$ cat config.mk
export PLATFORM = sky130hd
export DESIGN_NAME = int2float_pipe_flat
export DESIGN_NICKNAME = d
export VERILOG_FILES = /design/src/rtl/int2float_if.sv /design/src/rtl/int2float_pipe.sv /design/src/flat_wrapper.sv
export SDC_FILE = /design/constraint.sdc
export NUM_CORES = 1
export LEC_CHECK = 0
export ABC_AREA = 1
export CAP_MARGIN = 20
export CORE_MARGIN = 3
export CORE_UTILIZATION = 30
export DETAILED_ROUTE_END_ITERATION = 10
export GPL_TIMING_DRIVEN = 1
export PLACE_DENSITY = 0.49
export SLEW_MARGIN = 30
export SYNTH_ARGS = -nofsm -noshare
export SYNTH_HDL_FRONTEND = slang
export SYNTH_SLANG_ARGS = --single-unit
$ cat constraint.sdc
create_clock -name clk -period 2.96 [get_ports clk]
set_clock_uncertainty 0.15 [all_clocks]
set_input_delay 0.444 -clock clk [delete_from_list [all_inputs] [get_ports clk]]
set_output_delay 0.444 -clock clk [all_outputs]
set_load 0.01 [all_outputs]
$ cat src/rtl/int2float_if.sv
// Handshake and result bundle for int2float_pipe: integer in, packed float fields out.
interface int2float_if #(
  parameter int unsigned IN_W  = 11,
  parameter int unsigned MAN_W = 4
);
  localparam int unsigned EXP_W = $clog2(IN_W + 2);

  logic             in_valid;
  logic             in_ready;
  logic [IN_W-1:0]  in_data;
  logic             in_rnd;
  logic             out_valid;
  logic             out_ready;
  logic             out_sign;
  logic [EXP_W-1:0] out_exp;
  logic [MAN_W-1:0] out_man;
  logic             out_inexact;

  modport master (
    output in_valid, in_data, in_rnd, out_ready,
    input  in_ready, out_valid, out_sign, out_exp, out_man, out_inexact
  );

  modport slave (
    input  in_valid, in_data, in_rnd, out_ready,
    output in_ready, out_valid, out_sign, out_exp, out_man, out_inexact
  );
endinterface

$ cat src/rtl/int2float_pipe.sv
// Three-stage integer-to-float converter: magnitude, normalise, round/pack.
// Each stage carries its own valid bit with a ready chain for backpressure.
module int2float_pipe #(
  parameter int unsigned IN_W   = 11,
  parameter int unsigned MAN_W  = 4,
  parameter bit          SIGNED = 1'b0
) (
  input logic        clk,
  input logic        rst_n,
  int2float_if.slave bus
);
  localparam int unsigned EXP_W = $clog2(IN_W + 2);
  localparam int unsigned PW    = $clog2(IN_W);
  localparam int unsigned RW    = IN_W - MAN_W;
  localparam logic [PW-1:0] PMAX = PW'(IN_W - 1);

  logic v1_q, v2_q, v3_q;
  logic rdy1, rdy2, rdy3;

  // Stage 1: sign and magnitude
  logic            sign1_q, rnd1_q;
  logic [IN_W-1:0] mag1_q;
  logic            neg_d;
  logic [IN_W-1:0] mag_d;

  // Stage 2: leading-one position and fraction below the leading one
  logic            sign2_q, rnd2_q, zero2_q;
  logic [PW-1:0]   p2_q;
  logic [IN_W-2:0] frac2_q;
  logic [PW-1:0]   p_d;
  logic [IN_W-1:0] shifted;

  // Stage 3: packed result registers
  logic             sign3_q, inx3_q;
  logic [EXP_W-1:0] exp3_q;
  logic [MAN_W-1:0] man3_q;

  logic [IN_W-1:0]  ext;
  logic [MAN_W-1:0] man_t;
  logic [RW-1:0]    rem, rem_sh;
  logic             round_up;
  logic [MAN_W:0]   man_up;
  logic [EXP_W-1:0] exp_d;

  assign rdy3         = !v3_q || bus.out_ready;
  assign rdy2         = !v2_q || rdy3;
  assign rdy1         = !v1_q || rdy2;
  assign bus.in_ready = rdy1;

  // Two's complement negate keeps the most negative value exact as unsigned.
  always_comb begin
    neg_d = 1'b0;
    mag_d = bus.in_data;
    if (SIGNED) begin
      neg_d = bus.in_data[IN_W-1];
      if (neg_d) mag_d = ~bus.in_data + {{(IN_W-1){1'b0}}, 1'b1};
    end
  end

  always_comb begin
    p_d = '0;
    for (int i = 0; i < IN_W; i++) begin
      if (mag1_q[i]) p_d = PW'(i);
    end
    shifted = mag1_q << (PMAX - p_d);
  end

  // A zero pad bit below the fraction keeps the remainder non-empty when MAN_W = IN_W-1.
  always_comb begin
    ext      = {frac2_q, 1'b0};
    man_t    = ext[IN_W-1 -: MAN_W];
    rem      = ext[RW-1:0];
    rem_sh   = rem << 1;
    round_up = rnd2_q && rem[RW-1] && ((|rem_sh) || man_t[0]);
    man_up   = {1'b0, man_t} + {{MAN_W{1'b0}}, round_up};
    exp_d    = '0;
    if (!zero2_q) exp_d = EXP_W'(p2_q) + EXP_W'(1) + EXP_W'(man_up[MAN_W]);
  end

  always_ff @(posedge clk or negedge rst_n) begin
    if (!rst_n) begin
      v1_q    <= 1'b0;
      v2_q    <= 1'b0;
      v3_q    <= 1'b0;
      sign1_q <= 1'b0;
      rnd1_q  <= 1'b0;
      mag1_q  <= '0;
      sign2_q <= 1'b0;
      rnd2_q  <= 1'b0;
      zero2_q <= 1'b0;
      p2_q    <= '0;
      frac2_q <= '0;
      sign3_q <= 1'b0;
      inx3_q  <= 1'b0;
      exp3_q  <= '0;
      man3_q  <= '0;
    end else begin
      if (rdy1) v1_q <= bus.in_valid;
      if (bus.in_valid && rdy1) begin
        sign1_q <= neg_d;
        rnd1_q  <= bus.in_rnd;
        mag1_q  <= mag_d;
      end
      if (rdy2) v2_q <= v1_q;
      if (v1_q && rdy2) begin
        sign2_q <= sign1_q;
        rnd2_q  <= rnd1_q;
        zero2_q <= !shifted[IN_W-1];
        p2_q    <= p_d;
        frac2_q <= shifted[IN_W-2:0];
      end
      if (rdy3) v3_q <= v2_q;
      if (v2_q && rdy3) begin
        sign3_q <= sign2_q && !zero2_q;
        inx3_q  <= |rem;
        exp3_q  <= exp_d;
        man3_q  <= man_up[MAN_W-1:0];
      end
    end
  end

  assign bus.out_valid   = v3_q;
  assign bus.out_sign    = sign3_q;
  assign bus.out_exp     = exp3_q;
  assign bus.out_man     = man3_q;
  assign bus.out_inexact = inx3_q;
endmodule
$ cat src/flat_wrapper.sv
// flat-port wrapper written by rule: the top's interface ports become plain ports
module int2float_pipe_flat 
#(
  parameter int unsigned IN_W   = 11,
  parameter int unsigned MAN_W  = 4,
  parameter bit          SIGNED = 1'b0
)
  (clk, rst_n, bus_in_valid, bus_in_data, bus_in_rnd, bus_out_ready, bus_in_ready, bus_out_valid, bus_out_sign, bus_out_exp, bus_out_man, bus_out_inexact);
  int2float_if #(.IN_W(IN_W), .MAN_W(MAN_W)) bus_i ();
  input logic clk;
  input logic rst_n;
  input wire logic [$bits(bus_i.in_valid)-1:0] bus_in_valid;
  input wire logic [$bits(bus_i.in_data)-1:0] bus_in_data;
  input wire logic [$bits(bus_i.in_rnd)-1:0] bus_in_rnd;
  input wire logic [$bits(bus_i.out_ready)-1:0] bus_out_ready;
  output wire logic [$bits(bus_i.in_ready)-1:0] bus_in_ready;
  output wire logic [$bits(bus_i.out_valid)-1:0] bus_out_valid;
  output wire logic [$bits(bus_i.out_sign)-1:0] bus_out_sign;
  output wire logic [$bits(bus_i.out_exp)-1:0] bus_out_exp;
  output wire logic [$bits(bus_i.out_man)-1:0] bus_out_man;
  output wire logic [$bits(bus_i.out_inexact)-1:0] bus_out_inexact;
  assign bus_i.in_valid = bus_in_valid;
  assign bus_i.in_data = bus_in_data;
  assign bus_i.in_rnd = bus_in_rnd;
  assign bus_i.out_ready = bus_out_ready;
  assign bus_in_ready = bus_i.in_ready;
  assign bus_out_valid = bus_i.out_valid;
  assign bus_out_sign = bus_i.out_sign;
  assign bus_out_exp = bus_i.out_exp;
  assign bus_out_man = bus_i.out_man;
  assign bus_out_inexact = bus_i.out_inexact;
  int2float_pipe #(.IN_W(IN_W), .MAN_W(MAN_W), .SIGNED(SIGNED)) u_core (.clk(clk), .rst_n(rst_n), .bus(bus_i));
endmodule
==> impl_metrics.yaml, run 1 <==
run_status:
  status: "completed"
setup_path:
  rr_worst_depth: 15
  worstPathRequired_ns: 3.01
  path_cells: "inv_1 -> nand2_1 -> nand2_1 -> nand2_1 -> nand2_1 -> nand2_2 -> nand2_4 -> nand2_4 -> ha_1 -> xnor2_4 -> inv_2 -> nand2_1 -> nand2_1 -> nor2_1 -> nor2_1"
  r2r-start: "u_core.mag1_q[3]$_DFFE_PN0P_"
  path_class: "flip-flop to flip-flop"
  crit_path_end_kind: "flip-flop"
  critPathMaxFanout: 13
  cp-start-kind: "flip-flop"
  worstPathArrival_ns: 2.40
  slowest_delay_ns: 0.40
  cpMostUsedCell: "nand2_1"
  cp_top_family: "simple AND/OR/NAND/NOR gates"
  r2r_slack_ns: 0.61
  r2r-end: "u_core.frac2_q[9]$_DFFE_PN0P_"
  crit_slowest_cell: "dfrtp_1"
  critPathBufInv: 2
synth:
  ys_top_cells_by_area: "dfrtp_1 46%, nand2_1 12%, nand3_1 8.2%, nor2_1 4.3%, inv_1 3.9%"
  postSynthAreaPerCell_um2: 7.98
  synth_top_area_share_pct: 45.8
  synth_seq_cells: 40
  netlist_area_um2: 2190
  syn_inst: 274
  netlist.top_cell.by_area: "dfrtp_1"
  syn-num-nets: 294
  seq_area_frac_synth_pct: 45.8
  ys_types: 35
  ys_warn_count: 0
pwr:
  p_leak_uw: 0.00125
  irDropWorstVdd_uv: 257
  power_density_nw_per_um2: 840
clock_network:
  clkSlewWorstSetupHoldPaths_ns: 0.09
  cts_made_buffers: 5
  cts_tree: "built"
  clock_latency_ns: 0.30
  cts_buffer_depth: 2
  cts_root_buffer: "clkbuf_8"
  cts.sinks: 40
  htreeDepth: 2
timing:
  period_minus_slack_ns: 2.35
  slew_violations: 0
  min_period_over_period_pct: 79.3
  finalSetupViolCount: 0
  hold_viol_final: 0
  rsz0062_at_grt: "no"
  fin_setup_tns_ns: 0
  max_freq_mhz: 426
min_path:
  hold_path_end: "u_core.bus.out_valid$_DFFE_PN0P_"
  hp-class: "flip-flop to flip-flop"
  min_path_cells: 2
  hp-start: "u_core.v2_q$_DFFE_PN0P_"
global_route:
  antenna_found_initial: 0
  grt_util_met1_pct: 15.9
  gr-total-overflow: 0
  track_usage_pct: 12.2
  grt_pass1_vias: 1780
  grt_first_pass_wirelength_mm: 8.23
  grtUsageMet2_pct: 19.2
  grt-busiest-layer: "met2"
  grt_max_degree: 41
  use_met3_pct: 2.82
cells_and_area:
  area.growth.synth_to_final_pct: 21.3
  drive_above_1_share_pct: 11.5
  fin_area_um2: 2650
  nets: 323
  n_fill_cell: 756
  insertedDiodeCount: 0
job:
  drv_cap: 0
place:
  placed_area_um2: 2530
  gp_congestion: 0.869
  dp_hpwl_mm: 3.53
  io_buffers: 26
drt:
  drtIter0Drc: 98
  dr.pass1.iters: 4
  antenna_left: 0
  drc: 0
  via_per_inst: 4.42
  dr_total_vias: 1768
  routed_wl_mm: 4.57
  wl_per_cell_um: 11.4
floorplanning:
  die_h_um: 91.4
  num_io_pins: 28
  die-area_um2: 8350
  initial_core_util_pct: 31.5
  std_cell_rows: 30
  coreArea_um2: 6940
  die_x_um: 91.4
[worst min-delay path, delay by kind of cell (launching register included)]
family | cells | cell delay [ns]
flip-flops | 1 | 0.35
buffers and inverters | 1 | 0.05
AND/OR/NAND/NOR | 1 | 0.05
[routing by layer]
layer | share of wire, % | up-vias
met1 | 49 | 783
met4 | 2.6 | 0
met3 | 3.4 | 12
met5 | 0 | -
met2 | 45 | 32
li1 | - | 941
[cells in the final DEF, fill, tap and decap left out, drive strengths merged, types with 4 or more instances in the layout]
cell,instances
nand2,79
dfrtp,40
nand3,39
inv,28
nor2,25
clkdlybuf4s50,25
o21ai,19
a21oi,14
clkbuf,5
buf,5
ha,4
xnor2,4
[cells by family after synthesis]
family | after synthesis | share of synthesized area [%]
simple gates | 148 | 30.5
mux | 2 | 1.03
other cells | 1 | 0.171
compound gates | 37 | 9.44
xor+xnor | 5 | 2.86
fa+ha+maj | 4 | 2.29
flops | 40 | 45.8
buf+inv | 37 | 7.95
[layout make-up]
cell class / count / area (um^2) / share of cell area (%)
inverters: 28 / 108 / 4.05
repair buffers: 31 / 298 / 11.2
clock inverters: 3 / 46.3 / 1.74
flip-flops and latches: 40 / 1000 / 37.7
multi-input cells: 197 / 1010 / 38.1
well taps: 96 / 120 / 4.53
clock buffers: 5 / 68.8 / 2.59
[sequential cells by signal, indices dropped and copies added, names as in the netlist]
signal and flops:
u_core.bus.out_valid 1, u_core.bus.out_exp 4, u_core.zero2_q 1, u_core.v1_q 1
u_core.rnd1_q 1, u_core.rnd2_q 1, u_core.p2_q 4, u_core.frac2_q 10
u_core.bus.out_man 4, u_core.mag1_q 11, u_core.bus.out_inexact 1, u_core.v2_q 1
[power breakdown]
group | total, uW | switching [uW] | internal, uW
Sequential | 842 | 110 | 732
Clock | 467 | 213 | 254
Combinational | 921 | 528 | 394
Total | 2230 | 851 | 1380
[synth_stat cells, drive strengths merged]
cell,instances
buf,5
conb,1
nor2,25
a22o,1
o31ai,2
mux2,2
inv,27
xor2,1
or2,1
nand4,2
a31oi,1
xnor2,4
nand3b,1
dfrtp,40
nor3,1
clkbuf,4
nand2,79
a21oi,14
o21ai,19
ha,4
clkinv,1
nand3,39
[metrics by stage]
stage | util [%] | hold WS (ns) | power, uW | cells | setup WS [ns]
after floorplan | - | -0.00159 | 1490 | 274 | 0.763
after detailed placement | 36.4 | 0.315 | 1780 | 391 | 0.596
after global routing | 38.2 | 0.367 | 2440 | 400 | 0.336
after global placement | 36.4 | 0.306 | 1790 | 391 | 0.621
after CTS | 38.0 | 0.143 | 2260 | 399 | 0.585
final | 38.2 | 0.331 | 2230 | 400 | 0.612
[worst max-delay path by stage]
stage / start / to / cells past startpoint
floorplan: u_core.mag1_q[3]$_DFFE_PN0P_ / u_core.frac2_q[9]$_DFFE_PN0P_ / 17
global placement: u_core.mag1_q[3]$_DFFE_PN0P_ / u_core.frac2_q[4]$_DFFE_PN0P_ / 14
detailed placement: u_core.mag1_q[3]$_DFFE_PN0P_ / u_core.frac2_q[9]$_DFFE_PN0P_ / 15
CTS: u_core.mag1_q[3]$_DFFE_PN0P_ / u_core.frac2_q[9]$_DFFE_PN0P_ / 15
global route: u_core.mag1_q[3]$_DFFE_PN0P_ / u_core.zero2_q$_DFFE_PN0P_ / 15
finish: u_core.mag1_q[3]$_DFFE_PN0P_ / u_core.frac2_q[9]$_DFFE_PN0P_ / 15
[what timing repair did]
action,in CTS,in global routing
gates resized for setup,0,0
hold endpoints to repair,0,23
endpoints found under the setup margin,0,0
buffers inserted,0,0
hold buffers,0,1
Note: power is estimated with default switching activity, not from simulation.
==> run 2: changes to the inputs <==
--- a/config.mk
+++ b/config.mk
@@ -11,7 +11,7 @@
 export CORE_UTILIZATION = 30
 export DETAILED_ROUTE_END_ITERATION = 10
 export GPL_TIMING_DRIVEN = 1
-export PLACE_DENSITY = 0.49
+export PLACE_DENSITY = 0.5
 export SLEW_MARGIN = 30
 export SYNTH_ARGS = -nofsm -noshare
 export SYNTH_HDL_FRONTEND = slang
==> constraint.sdc (replaced) <==
create_clock -name clk -period 1.9 [get_ports clk]
set_clock_uncertainty 0.15 [all_clocks]
set_input_delay 0.285 -clock clk [delete_from_list [all_inputs] [get_ports clk]]
set_output_delay 0.285 -clock clk [all_outputs]
set_load 0.01 [all_outputs]
==> run 2 against run 1 <==
  * The flow now finishes with violations (setup timing)
  * Wire length increased by 11%
  * Clock power increased by 60%
  * Global-route usage increased by 0.88 points
  * Total power increased by 74%
  * Hold slack improved by 0.00075 ns
  * Register-to-register slack got worse by 0.68 ns
  * Critical path type unchanged
==> impl_metrics.yaml, run 2 (same netlist as run 1, synthesis figures left out) <==
drt:
  wl_per_cell_um: 11.6
  drc: 0
  dr.pass1.iters: 4
  antenna_left: 0
  routed_wl_mm: 5.05
  drtIter0Drc: 120
  via_per_inst: 4.46
  dr_total_vias: 1938
cells_and_area:
  utilization_pct: 43.4
  n_fill_cell: 715
  nets: 358
  top_regs: "u_core.mag1_q x11, u_core.frac2_q x10"
  multi_input_area_um2: 1070
  drive_above_1_share_pct: 24.5
  fin_area_um2: 3010
  regArea_um2: 1000
  final_common_cell: "nand2_1"
  finalNonFillerCells: 435
  final_cell_mix: "65 x nand2_1, 40 x dfrtp_1, 35 x nand3_1"
  largest-register: "u_core.mag1_q"
  insertedDiodeCount: 0
  largest_reg_flops: 11
  area.growth.synth_to_final_pct: 37.8
setup_path:
  rr_worst_depth: 14
  slowest_delay_ns: 0.41
  path_cells: "inv_2 -> nand2_1 -> nand2_1 -> nand2_1 -> nand2_1 -> nand2_2 -> nand2_4 -> nand2_4 -> ha_4 -> clkinv_4 -> nand3_1 -> nand3_1 -> nand3_1 -> nand2_1"
  cp-start-kind: "flip-flop"
  cpMostUsedCell: "nand2_1"
  cp-startpoint: "u_core.mag1_q[3]$_DFFE_PN0P_"
  crit_path_end_kind: "flip-flop"
  crit_slowest_cell: "dfrtp_1"
  r2r_slack_ns: -0.07
  worstPathArrival_ns: 2.01
  path_class: "flip-flop to flip-flop"
  worstPathRequired_ns: 1.94
  r2r-start: "u_core.mag1_q[3]$_DFFE_PN0P_"
  critPathMaxFanout: 9
  r2r-end: "u_core.frac2_q[8]$_DFFE_PN0P_"
floorplanning:
  initial_core_util_pct: 31.5
  die_x_um: 91.4
  coreArea_um2: 6940
  die-area_um2: 8350
  die_h_um: 91.4
  std_cell_rows: 30
  num_io_pins: 28
global_route:
  grt_max_degree: 41
  gr-total-overflow: 0
  grt_first_pass_wirelength_mm: 8.88
  track_usage_pct: 13.1
  grt_pass1_vias: 1878
  antenna_found_initial: 0
timing:
  worst_hold_slack_ns: 0.331
  hold_viol_final: 0
  period_minus_slack_ns: 1.97
  max_slew_margin_pct: 66.3
  slew_violations: 0
  max_freq_mhz: 508
  finalSetupViolCount: 9
  min_period_over_period_pct: 104
  worst_slack_ns: -0.0698
  tightest_slew_ns: 0.505
  rsz0062_at_grt: "yes"
clock_network:
  clock_latency_ns: 0.30
  cts_buffer_depth: 2
  clkSlewWorstSetupHoldPaths_ns: 0.08
  cts_made_buffers: 5
  cts.sinks: 40
  htreeDepth: 2
  cts_root_buffer: "clkbuf_8"
  cts_tree: "built"
place:
  dp_hpwl_mm: 3.87
  placed_area_um2: 2810
  io_buffers: 26
  gp_congestion: 0.839
  numPlacedInstances: 424
run_status:
  status: "finished with violations"
  violations: "setup timing"
min_path:
  hold_path_end: "u_core.bus.out_man[1]$_DFFE_PN0P_"
  hp-class: "flip-flop to flip-flop"
  min_path_cells: 2
  hp-start: "u_core.bus.out_man[1]$_DFFE_PN0P_"
pwr:
  power_uw: 3870
  power_density_nw_per_um2: 1290
  p_leak_uw: 0.00144
  irDropWorstVdd_uv: 427
job:
  drv_cap: 0
run 2: cell count changes in the layout (fill, tap and decap cells not counted), sizes merged:
cell           previous run  this run
inv                      28        27
clkdlybuf4s50            25        24
clkinv                    1         2
dlygate4sd2               0         1
buf                       5        40
clkinvlp                  1         0
clkbuf                    5         6
run 2: worst max path at each step:
stage                               endpoint  slack [ns]  cells past startpoint
2_1_floorplan  u_core.frac2_q[9]$_DFFE_PN0P_       -0.16                     17
3_3_place_gp                    bus_in_ready       -0.08                      6
3_5_place_dp   u_core.frac2_q[8]$_DFFE_PN0P_       -0.14                     10
4_1_cts        u_core.frac2_q[8]$_DFFE_PN0P_       -0.07                     15
5_1_grt        u_core.frac2_q[9]$_DFFE_PN0P_       -0.21                     17
6_report       u_core.frac2_q[8]$_DFFE_PN0P_       -0.07                     14
run 2: timing repair:
| action | CTS | global route |
|---|---|---|
| hold buffers | 1 | 0 |
| gates cloned | 0 | 0 |
| endpoints found under the setup margin | 12 | 13 |
| pin swaps | 6 | 2 |
| hold endpoints to repair | 40 | 0 |
| resized for setup | 11 | 7 |
| buffers inserted | 2 | 0 |
run 2: layout make-up:
type | count | area share, %
multi-input cells | 197 | 35.5
flip-flops and latches | 40 | 33.2
repair buffers | 66 | 19.4
well taps | 96 | 3.99
inverters | 28 | 3.82
clock buffers | 6 | 2.74
clock inverters | 2 | 1.29
run 2: metal layers:
layer / wire length [um] / vias to the layer above / global-route usage [%] / part of all wire [%]
met1: 2450 / 891 / 17.0 / 48
met2: 2370 / 31 / 21.7 / 47
met4: 63 / 0 / 4.15 / 1.2
met3: 169 / 7 / 2.90 / 3.3
li1: - / 1009 / - / -
met5: 0 / - / 0 / 0
run 2: critical path, delay by kind of cell (launching register included):
| kind | cells | cell delay, ns |
|---|---|---|
| buffers and inverters | 2 | 0.16 |
| adders and majority gates | 1 | 0.33 |
| DFF | 1 | 0.41 |
| and+or+nand+nor | 11 | 0.80 |
run 2: power by group:
| part | switching [uW] | leakage (uW) | internal, uW |
|---|---|---|---|
| logic | 942 | 0.000905 | 870 |
| clock network | 319 | 0.0000614 | 430 |
| registers | 171 | 0.000474 | 1140 |
run 2: metrics by stage:
stage	TNS (ns)	setup WS [ns]
2_1_floorplan	-1.01	-0.163
3_3_place_gp	-1.04	-0.0834
3_5_place_dp	-1.57	-0.137
4_1_cts	-0.327	-0.0666
5_1_grt	-1.95	-0.213
6_report	-0.326	-0.0698
==> run 3: changes to the inputs <==
--- a/config.mk
+++ b/config.mk
@@ -9,9 +9,11 @@
 export CAP_MARGIN = 20
 export CORE_MARGIN = 3
 export CORE_UTILIZATION = 30
+export CTS_BUF_LIST = sky130_fd_sc_hd__clkbuf_8
 export DETAILED_ROUTE_END_ITERATION = 10
 export GPL_TIMING_DRIVEN = 1
 export PLACE_DENSITY = 0.5
+export SKIP_LAST_GASP = 1
 export SLEW_MARGIN = 30
 export SYNTH_ARGS = -nofsm -noshare
 export SYNTH_HDL_FRONTEND = slang
==> results of run 3 <==
Final layout, timing and power as in run 2 (identical DEF).
